<file path="config.mk">
export PLATFORM = sky130hd
export DESIGN_NAME = zynq_axil_mailbox
export DESIGN_NICKNAME = d
export VERILOG_FILES = /design/src/rtl/zynq_axil_mailbox_pkg.sv /design/src/rtl/zynq_mailbox_fifo.sv /design/src/rtl/zynq_axil_mailbox.sv
export SDC_FILE = /design/constraint.sdc
export NUM_CORES = 1
export LEC_CHECK = 0
export ABC_CLOCK_PERIOD_IN_PS = 6500
export CORE_ASPECT_RATIO = 1.2
export CORE_UTILIZATION = 35
export CTS_CLUSTER_SIZE = 40
export DETAILED_ROUTE_END_ITERATION = 8
export MAX_ROUTING_LAYER = met4
export PLACE_DENSITY = 0.64
export SYNTH_ARGS = -nofsm -noshare
export SYNTH_HDL_FRONTEND = slang
export SYNTH_SLANG_ARGS = --single-unit
</file>
<file path="constraint.sdc">
create_clock -name aclk -period 6.5 [get_ports aclk]
set_input_delay 1.3 -clock aclk [delete_from_list [all_inputs] [get_ports aclk]]
set_output_delay 1.3 -clock aclk [all_outputs]
set_load 0.05 [all_outputs]
</file>
<file path="src/rtl/zynq_axil_mailbox_pkg.sv">
// Shared offsets, response codes and helpers for the AXI-Lite mailbox.
// Offsets are word indices taken from addr[4:2].
package zynq_axil_mailbox_pkg;

    localparam logic [2:0] OFF_H2P      = 3'd0;
    localparam logic [2:0] OFF_P2H      = 3'd1;
    localparam logic [2:0] OFF_H2P_FREE = 3'd2;
    localparam logic [2:0] OFF_P2H_CNT  = 3'd3;
    localparam logic [2:0] OFF_SCRATCH  = 3'd4;

    localparam logic [1:0] RESP_OKAY   = 2'b00;
    localparam logic [1:0] RESP_SLVERR = 2'b10;
    localparam logic [1:0] RESP_DECERR = 2'b11;

    function automatic logic [31:0] byte_merge(
        input logic [31:0] old_w,
        input logic [31:0] new_w,
        input logic [3:0]  strb
    );
        logic [31:0] res;
        res = old_w;
        for (int b = 0; b < 4; b++) begin
            if (strb[b]) res[b*8 +: 8] = new_w[b*8 +: 8];
        end
        return res;
    endfunction

endpackage

</file>
<file path="src/rtl/zynq_mailbox_fifo.sv">
// Single-clock ring FIFO with wrap-around pointers and an occupancy count.
// Push when full and pop when empty are ignored.
module zynq_mailbox_fifo #(
    parameter int els_p   = 8,
    parameter int width_p = 32
) (
    input  logic                         clk_i,
    input  logic                         rst_ni,
    input  logic                         push_i,
    input  logic [width_p-1:0]           data_i,
    input  logic                         pop_i,
    output logic [width_p-1:0]           data_o,
    output logic [$clog2(els_p+1)-1:0]   count_o,
    output logic                         full_o,
    output logic                         empty_o
);

    localparam int PW = $clog2(els_p);
    localparam int CW = $clog2(els_p + 1);

    logic [width_p-1:0] mem_q [els_p];
    logic [PW-1:0]      wptr_q, wptr_d, rptr_q, rptr_d;
    logic [CW-1:0]      count_q, count_d;
    logic               do_push, do_pop;

    assign full_o  = (count_q == CW'(els_p));
    assign empty_o = (count_q == '0);
    assign do_push = push_i & ~full_o;
    assign do_pop  = pop_i & ~empty_o;
    assign data_o  = mem_q[rptr_q];
    assign count_o = count_q;

    always_comb begin
        wptr_d  = wptr_q + PW'(do_push);
        rptr_d  = rptr_q + PW'(do_pop);
        count_d = count_q;
        unique case ({do_push, do_pop})
            2'b10:   count_d = count_q + CW'(1);
            2'b01:   count_d = count_q - CW'(1);
            default: count_d = count_q;
        endcase
    end

    always_ff @(posedge clk_i or negedge rst_ni) begin
        if (!rst_ni) begin
            wptr_q  <= '0;
            rptr_q  <= '0;
            count_q <= '0;
        end else begin
            wptr_q  <= wptr_d;
            rptr_q  <= rptr_d;
            count_q <= count_d;
        end
    end

    always_ff @(posedge clk_i) begin
        if (do_push) mem_q[wptr_q] <= data_i;
    end

endmodule

</file>
<file path="src/rtl/zynq_axil_mailbox.sv">
// AXI4-Lite mailbox: h2p and p2h word FIFOs, status counts and scratch.
// Handshakes, decode and response registers live here.
module zynq_axil_mailbox
    import zynq_axil_mailbox_pkg::*;
#(
    parameter int C_S_AXI_DATA_WIDTH = 32,
    parameter int C_S_AXI_ADDR_WIDTH = 10,
    parameter int fifo_els_p         = 8
) (
    input  logic                            aclk,
    input  logic                            aresetn,
    input  logic [C_S_AXI_ADDR_WIDTH-1:0]   s_axi_awaddr,
    input  logic [2:0]                      s_axi_awprot,
    input  logic                            s_axi_awvalid,
    output logic                            s_axi_awready,
    input  logic [C_S_AXI_DATA_WIDTH-1:0]   s_axi_wdata,
    input  logic [C_S_AXI_DATA_WIDTH/8-1:0] s_axi_wstrb,
    input  logic                            s_axi_wvalid,
    output logic                            s_axi_wready,
    output logic [1:0]                      s_axi_bresp,
    output logic                            s_axi_bvalid,
    input  logic                            s_axi_bready,
    input  logic [C_S_AXI_ADDR_WIDTH-1:0]   s_axi_araddr,
    input  logic [2:0]                      s_axi_arprot,
    input  logic                            s_axi_arvalid,
    output logic                            s_axi_arready,
    output logic [C_S_AXI_DATA_WIDTH-1:0]   s_axi_rdata,
    output logic [1:0]                      s_axi_rresp,
    output logic                            s_axi_rvalid,
    input  logic                            s_axi_rready,
    output logic [31:0]                     h2p_data_o,
    output logic                            h2p_v_o,
    input  logic                            h2p_ready_i,
    input  logic [31:0]                     p2h_data_i,
    input  logic                            p2h_v_i,
    output logic                            p2h_ready_o
);

    localparam int CW = $clog2(fifo_els_p + 1);

    logic          alive_q;
    logic          bvalid_q, bvalid_d, rvalid_q, rvalid_d;
    logic [1:0]    bresp_q, bresp_d, rresp_q, rresp_d;
    logic [31:0]   rdata_q, rdata_d, scratch_q, scratch_d;
    logic          wr_go, rd_go, h2p_push, p2h_pop;
    logic          h2p_full, h2p_empty, p2h_full, p2h_empty;
    logic [CW-1:0] h2p_cnt, p2h_cnt, h2p_free;
    logic [31:0]   p2h_head;
    logic [2:0]    woff, roff;
    logic          unused_ok;

    // alive_q keeps every ready low until the first edge after reset release
    assign wr_go = alive_q & s_axi_awvalid & s_axi_wvalid
                 & (~bvalid_q | s_axi_bready);
    assign rd_go = s_axi_arvalid & s_axi_arready;

    assign s_axi_awready = wr_go;
    assign s_axi_wready  = wr_go;
    assign s_axi_arready = alive_q & (~rvalid_q | s_axi_rready);
    assign s_axi_bvalid  = bvalid_q;
    assign s_axi_bresp   = bresp_q;
    assign s_axi_rvalid  = rvalid_q;
    assign s_axi_rresp   = rresp_q;
    assign s_axi_rdata   = rdata_q;

    assign h2p_v_o     = ~h2p_empty;
    assign p2h_ready_o = alive_q & ~p2h_full;
    assign h2p_free    = CW'(fifo_els_p) - h2p_cnt;
    assign woff        = s_axi_awaddr[4:2];
    assign roff        = s_axi_araddr[4:2];
    assign unused_ok   = &{1'b0, s_axi_awprot, s_axi_arprot,
                           s_axi_awaddr[C_S_AXI_ADDR_WIDTH-1:5],
                           s_axi_awaddr[1:0],
                           s_axi_araddr[C_S_AXI_ADDR_WIDTH-1:5],
                           s_axi_araddr[1:0], h2p_full};

    always_comb begin
        bvalid_d  = bvalid_q & ~s_axi_bready;
        bresp_d   = bresp_q;
        rvalid_d  = rvalid_q & ~s_axi_rready;
        rresp_d   = rresp_q;
        rdata_d   = rdata_q;
        scratch_d = scratch_q;
        h2p_push  = 1'b0;
        p2h_pop   = 1'b0;
        if (wr_go) begin
            bvalid_d = 1'b1;
            unique case (woff)
                OFF_H2P: begin
                    if (s_axi_wstrb == 4'hF && !h2p_full) begin
                        h2p_push = 1'b1;
                        bresp_d  = RESP_OKAY;
                    end else begin
                        bresp_d  = RESP_SLVERR;
                    end
                end
                OFF_P2H, OFF_H2P_FREE, OFF_P2H_CNT: bresp_d = RESP_SLVERR;
                OFF_SCRATCH: begin
                    scratch_d = byte_merge(scratch_q, s_axi_wdata, s_axi_wstrb);
                    bresp_d   = RESP_OKAY;
                end
                default: bresp_d = RESP_DECERR;
            endcase
        end
        if (rd_go) begin
            rvalid_d = 1'b1;
            rdata_d  = '0;
            unique case (roff)
                OFF_H2P: rresp_d = RESP_SLVERR;
                OFF_P2H: begin
                    if (!p2h_empty) begin
                        p2h_pop = 1'b1;
                        rdata_d = p2h_head;
                        rresp_d = RESP_OKAY;
                    end else begin
                        rresp_d = RESP_SLVERR;
                    end
                end
                OFF_H2P_FREE: begin
                    rdata_d = 32'(h2p_free);
                    rresp_d = RESP_OKAY;
                end
                OFF_P2H_CNT: begin
                    rdata_d = 32'(p2h_cnt);
                    rresp_d = RESP_OKAY;
                end
                OFF_SCRATCH: begin
                    rdata_d = scratch_q;
                    rresp_d = RESP_OKAY;
                end
                default: rresp_d = RESP_DECERR;
            endcase
        end
    end

    always_ff @(posedge aclk or negedge aresetn) begin
        if (!aresetn) begin
            alive_q   <= 1'b0;
            bvalid_q  <= 1'b0;
            bresp_q   <= '0;
            rvalid_q  <= 1'b0;
            rresp_q   <= '0;
            rdata_q   <= '0;
            scratch_q <= '0;
        end else begin
            alive_q   <= 1'b1;
            bvalid_q  <= bvalid_d;
            bresp_q   <= bresp_d;
            rvalid_q  <= rvalid_d;
            rresp_q   <= rresp_d;
            rdata_q   <= rdata_d;
            scratch_q <= scratch_d;
        end
    end

    zynq_mailbox_fifo #(.els_p(fifo_els_p), .width_p(32)) u_h2p (
        .clk_i   (aclk),
        .rst_ni  (aresetn),
        .push_i  (h2p_push),
        .data_i  (s_axi_wdata),
        .pop_i   (h2p_v_o & h2p_ready_i),
        .data_o  (h2p_data_o),
        .count_o (h2p_cnt),
        .full_o  (h2p_full),
        .empty_o (h2p_empty)
    );

    zynq_mailbox_fifo #(.els_p(fifo_els_p), .width_p(32)) u_p2h (
        .clk_i   (aclk),
        .rst_ni  (aresetn),
        .push_i  (p2h_v_i & p2h_ready_o),
        .data_i  (p2h_data_i),
        .pop_i   (p2h_pop),
        .data_o  (p2h_head),
        .count_o (p2h_cnt),
        .full_o  (p2h_full),
        .empty_o (p2h_empty)
    );

endmodule
</file>
==> results.md, run 1 <==
- CTS tree: done
- Cts bufs inserted: 52
- Leakage: just over 9 nW
- Clk sinks: 603
- Initial drt markers: 664
- Crit path DAT: ~3.7 ns
- Dpl ws: between 1.5 and 2 ns
- Largest fanout on the critical path: 50
- Leading post-synthesis cells by cell area: edfxtp_1, mux4_2, dfrtp_1, mux2_2, mux2i_1
- Max Root-Sink Buffers: 3
- Seq/Total Area, Yosys: roughly three quarters
- Global route total overflow: 0
- Cells after synthesis: 1117
- Final-report setup violation count: 0
- Worst Slack Setup Final: between 1.5 and 2 ns
- Clock-pin slew on the worst setup and hold paths: ~0.07 ns
- Die ar.: roughly 68000 um2
- Cell accounting for the most synthesized area: edfxtp_1
- Fin nets: roughly 1400
- Placed standard-cell area: ~26000 um2
- Fraction of layout cells with a size suffix above 1: 24.7%
- Core area: around 66000 um2
- Final Max Slew Viols: 0
- Dpl cells: 2141
- Initial Utilization: between 30% and 40%
- Tmin final: roughly 5 ns
- Fin Clk Skew: 0.0124 ns
- Synth cell types: 51
- EDFF count, synth: approximately 510
- CTS root buf: clkbuf_16
- Peak supply drop: 0.221 mV
- Hold WS: ~0.49 ns
- Highest attainable clock frequency: just over 0.2 GHz
- Met1 Track Usage GR: about a fifth
- Post-CTS Setup Bufs: 0
- Slew @ Worst Pin: approximately 1.2 ns
- Pin count of the biggest net entering global routing: between 60 and 70
- Count leader, synth: edfxtp_1
- Initial antenna violation count: 10
- Crit start category: flip-flop
- Seq cells post-synth: roughly 600
- Maxcap violations: 0
- Insertion delay to the later sink of the worst-skew pair: roughly 0.58 ns
- Drt via density: around 5
- RSZ-0062 raised after global routing: false
- Fraction of registers with async set/reset: between 10% and 20%
- DIE WIDTH: about 240 um
- Design area: 27700 um2
- Status: finished, final reports clean
- Final HPWL DP: around 32000 um
- DR WL/cell: ~23 um
- Port-buffer cells: 157
- Layout area overhead: 18.9%
- CP endpoint kind: output pin
- Vias in the first global route: 12000
- Total number of vias: ~11000
- Synth top cells by count: edfxtp_1, mux4_2, dfrtp_1
- Die Y: 285 um
- GP Congestion: around 0.80
- Most used DFF post-synth: edfxtp_1
- Final hold vios: 0
- CP required: about 5.2 ns
- DRC: 0
- Synth top area share: about two thirds
- Ys Warns: 0
- Critical path class: reg2out
- Period utilization: between 70% and 80%
- FP Rows: between 100 and 150
- Hold Buf Count CTS: 0
- Relative slew slack: about 20%
- Gr usage total: between 10% and 20%
- Routed WL: 51300 um
- # resized after CTS: 0
- Remaining antenna violation count: 0
- I/O Pins: between 150 and 200
- Syn Area/Cell: roughly 21 um2
- Finished Layout Cells: around 2300
- H-tree depth: 2
- Pre-Repair DR Iteration Count: 4
- Most Used Layer, Global Route: met2
- GRT met3 Usage: ~4.2%
- Syn nets: between 1000 and 1500
- HP Class: reg2reg
- Met2 usage: 26.2%
- Post-Syn Area: about 23000 um2
- TNS Setup: 0 ns
- Power Density: 389 nW/um2
- First-pass GRT wire length: 76900 um
stage by stage:
stage | utilization (%) | power [mW]
floorplan | - | 6.94
global placement | 39.5 | 7.85
detailed placement | 39.5 | 7.90
CTS | 42.0 | 10.9
global route | 42.1 | 11.2
finish | 42.1 | 10.8
flip-flops by register name, indices dropped and copies added, names as in the netlist, 4 cells and up:
signal / count
u_h2p.count_o: 4
u_p2h.count_o: 4
u_p2h.mem_q: 256
scratch_q: 32
u_h2p.mem_q: 256
s_axi_rdata: 32
layout by cell type, fill, tap and decap left out, types with 4 or more instances in the layout:
cell / netlist / routed
a21oi_1: 34 / 34
buf_4: 4 / 30
bufinv_16: 0 / 4
clkbuf_1: 27 / 8
clkbuf_16: 0 / 53
clkdlybuf4s50_1: 0 / 156
clkinv_1: 0 / 14
clkinv_2: 0 / 8
clkinvlp_4: 0 / 6
dfrtp_1: 91 / 86
diode_2: 0 / 11
edfxtp_1: 512 / 512
ha_1: 15 / 15
inv_1: 5 / 5
mux2_2: 67 / 67
mux2i_1: 32 / 32
mux4_2: 128 / 128
nand2_1: 16 / 16
nand2_4: 4 / 4
nand2b_1: 12 / 12
nor2_1: 48 / 36
nor2_2: 0 / 12
nor3_1: 8 / 4
nor3_2: 0 / 4
o21ai_0: 5 / 5
o22ai_1: 29 / 29
xnor2_1: 4 / 4
xor2_1: 12 / 12
metal layers:
| layer | share of wire [%] | wire length [um] |
|---|---|---|
| met4 | 1.7 | 877 |
| met1 | 41 | 21100 |
| met3 | 6.5 | 3330 |
| met5 | 0 | 0 |
| met2 | 51 | 26100 |
cells by family (layout without fill, tap and decap cells):
logic type               after synthesis  count (layout)  synth area share, %
other                                  1              12               0.0161
AND/OR/NAND/NOR                      114             114                 2.54
multiplexers                         227             227                 17.0
flip-flops                           603             603                 75.8
XOR/XNOR                              16              16                0.602
buffers and inverters                 60             290                 1.14
adder cells (fa/ha/maj)               15              15                0.806
AO/OA/AOI/OAI                         81              81                 2.10
cell type report:
cell class              count  area [um2]
clock inverters            37         302
multi-input cells         454        5420
repair buffers            186        1790
well taps                 892        1120
flip-flops and latches    603       17700
inverters                   6        22.5
clock buffers              61        1360
diodes                     11        27.5
fillers                  5696       38200
power by group:
part | internal [mW] | switching, mW | total [mW] | leakage [nW]
Clock | 1.66 | 1.37 | 3.03 | 0.795
Sequential | 4.45 | 0.372 | 4.82 | 5.75
Combinational | 1.36 | 1.58 | 2.93 | 2.63
worst max-delay path, cell delays in order (launching register included):
cell	delay (ns)
dfrtp_4	1.09
buf_4	0.37
mux4_2	0.53
mux2_2	0.30
clkdlybuf4s50_1	0.72
path summary, 6_finish.rpt:
kind	startpoint	end	slack, ns	depth (start not counted)
min	s_axi_rdata[1]$_DFFE_PN0P_	s_axi_rdata[1]$_DFFE_PN0P_	0.49	2
max reg2reg	u_h2p.count_o[0]$_DFFE_PN0P_	u_h2p.mem_q[0][12]$_DFFE_PP_	2.90	7
min in group asynchronous	aresetn	s_axi_rdata[30]$_DFFE_PN0P_	0.69	1
min reg2reg	s_axi_rdata[1]$_DFFE_PN0P_	s_axi_rdata[1]$_DFFE_PN0P_	0.49	2
max in group asynchronous	aresetn	u_p2h.rptr_q[1]$_DFF_PN0_	4.54	2
max	u_h2p.rptr_q[0]$_DFF_PN0_	h2p_data_o[18]	1.53	4
Note: power is estimated with default switching activity, not from simulation.
==> run 2, diff against run 1 <==
--- a/config.mk
+++ b/config.mk
@@ -5,7 +5,7 @@
 export SDC_FILE = /design/constraint.sdc
 export NUM_CORES = 1
 export LEC_CHECK = 0
-export ABC_CLOCK_PERIOD_IN_PS = 6500
+export ABC_CLOCK_PERIOD_IN_PS = 5200
 export CORE_ASPECT_RATIO = 1.2
 export CORE_UTILIZATION = 35
 export CTS_CLUSTER_SIZE = 40
==> constraint.sdc (replaced) <==
create_clock -name aclk -period 5.2 [get_ports aclk]
set_input_delay 1.04 -clock aclk [delete_from_list [all_inputs] [get_ports aclk]]
set_output_delay 1.04 -clock aclk [all_outputs]
set_load 0.05 [all_outputs]
==> run 2 against run 1 <==
Worst setup slack got worse by 0.66 ns; wire length decreased by 2.5%; sequential power increased by 26%; count of clock-buffer cells in the layout increased by 19; combinational power increased by 26%; hold slack got worse by 0.0076 ns; cell count increased by 0.31%; largest power group unchanged; highest routed layer unchanged.
==> results.md, run 2 (synthesis results as in run 1) <==
- Highest attainable clock frequency: between 0.2 and 0.25 GHz
- Area of the multi-input gates: roughly 5400 um2
- Clock power frac: 27.8%
- Leakage: between 9 and 10 nW
- Remaining antenna violation count: 0
- Sw frac: between 30% and 40%
- Die Y: about 280 um
- GRT met3 Usage: a little under 4%
- Reg power frac: 44.9%
- Total number of vias: around 11000
- Initial drt markers: 620
- Maxcap violations: 0
- Placed standard-cell area: around 26000 um2
- Clock-pin slew on the worst setup and hold paths: approximately 0.06 ns
- CTS tree: done
- WHS Path Cells: 2
- Post-CTS Setup Bufs: 0
- Pin count of the biggest net entering global routing: 54
- Routed WL: around 50000 um
- CP required: approximately 4.2 ns
- Initial Utilization: between 30% and 40%
- Worst Slack Setup Final: 0.868 ns
- Combinational share of power: a little over a quarter
- Status: finished, final reports clean
- HP Class: reg2reg
- Period utilization: approximately 83%
- DR WL/cell: 22.2 um
- Core area: roughly 66000 um2
- Slew @ Worst Pin: 1.02 ns
- Die ar.: around 68000 um2
- Cell-internal power: between 9 and 10 mW
- # resized after CTS: 0
- Min-delay src: s_axi_rresp[0]$_DFFE_PN0P_
- Pre-Repair DR Iteration Count: 5
- Power Density: just under 500 nW/um2
- Register Area: roughly 18000 um2
- R2r worst-path depth: 7
- Port-buffer cells: roughly 160
- Critical path class: reg2out
- Relative slew slack: a little under a third
- Max Root-Sink Buffers: 3
- Met1 Track Usage GR: 18.4%
- GP Congestion: 0.769
- Met2 usage: between 20% and 30%
- Largest fanout on the critical path: 29
- TNS Setup: 0 ns
- Final Max Slew Viols: 0
- Cts bufs inserted: 53
- CTS root buf: clkbuf_16
- First-pass GRT wire length: between 70000 and 80000 um
- RSZ-0062 raised after global routing: false
- Layout area overhead: 19.4%
- FP Rows: 103
- Most Used Layer, Global Route: met2
- Peak supply drop: ~0.31 mV
- Fraction of layout cells with a size suffix above 1: 24.5%
- Final core occ: 42.2%
- Commonest non-fill, non-tap cell in the layout: edfxtp_1
- Final-report setup violation count: 0
- Crit start category: flip-flop
- Crit Reg-Reg Startpoint: u_h2p.count_o[0]$_DFFE_PN0P_
- Final HPWL DP: ~32000 um
- Global route total overflow: 0
- Hold Buf Count CTS: 0
- FILL cells: about 5700
- Drt via density: about 5
- Fin nets: around 1400
- Vias in the first global route: between 10000 and 15000
- H-tree depth: 2
- Clk sinks: between 600 and 700
- Worst reg2reg endpoint: u_h2p.mem_q[3][18]$_DFFE_PP_
- Crit. Startpoint: u_h2p.rptr_q[0]$_DFF_PN0_
- DRC: 0
- Insertion delay to the later sink of the worst-skew pair: 0.58 ns
- Gr usage total: ~15%
- Tmin final: approximately 4.3 ns
- Final hold vios: 0
- FF-to-FF setup slack: 1.80 ns
- CP endpoint kind: output pin
- Hold path endpoint: s_axi_rresp[0]$_DFFE_PN0P_
- Most frequent cells in the layout: edfxtp_1, clkdlybuf4s50_1, mux4_2
- Dpl ws: approximately 1 ns
- Fin Clk Skew: 0.0171 ns
- Power Total: 13.5 mW
- Initial antenna violation count: 11
- DIE WIDTH: between 200 and 250 um
- Switch Pwr: 4.09 mW
- Largest regs: u_h2p.mem_q: 256 flops, u_p2h.mem_q: 256 flops
- Design area: 27800 um2
- I/O Pins: between 150 and 200
- Crit path DAT: 3.29 ns
[run 2: power by group through the flow]
stage	registers [mW]	clock network, mW	logic, mW
floorplan	5.96	0	2.71
global placement	6.16	0	3.70
detailed placement	6.18	0	3.73
CTS	6.08	3.85	3.75
global route	6.12	4.00	3.89
finish	6.05	3.75	3.68
[run 2: worst max path at each step]
stage	to	slack, ns	cells past startpoint
detailed placement	u_h2p.mem_q[3][18]$_DFFE_PP_	1.01	6
finish	h2p_data_o[18]	0.87	4
global placement	u_h2p.mem_q[3][8]$_DFFE_PP_	1.13	6
CTS	h2p_data_o[17]	0.78	4
global route	h2p_data_o[17]	0.71	4
floorplan	u_h2p.mem_q[1][0]$_DFFE_PP_	0.75	4
[run 2: routing by layer]
metal / part of all wire, % / up-vias
met4: 2.2 / 0
li1: - / 4939
met2: 51 / 275
met5: 0 / -
met3: 6.6 / 76
met1: 41 / 5830
[run 2: final cells by class]
type                       instances  area share (%)
sequential                       603            63.5
multi-input combinational        454            19.5
timing repair buffer             193            6.88
clock buffer                      80            5.43
tap                              892            4.01
clock inverter                    18           0.477
antenna                           11          0.0990
inverter                           6          0.0810
[run 2: stage by stage]
stage / std cells / hold WS, ns
CTS: 2246 / 0.494
global route: 2257 / 0.524
floorplan: 1117 / 0.468
global placement: 2148 / 0.473
finish: 2257 / 0.484
detailed placement: 2148 / 0.480
[run 2: critical path, stage by stage, from the launching register on]
cell,delay (ns)
dfrtp_4,0.85
buf_12,0.28
mux4_2,0.53
mux2_2,0.31
clkdlybuf4s50_1,0.72
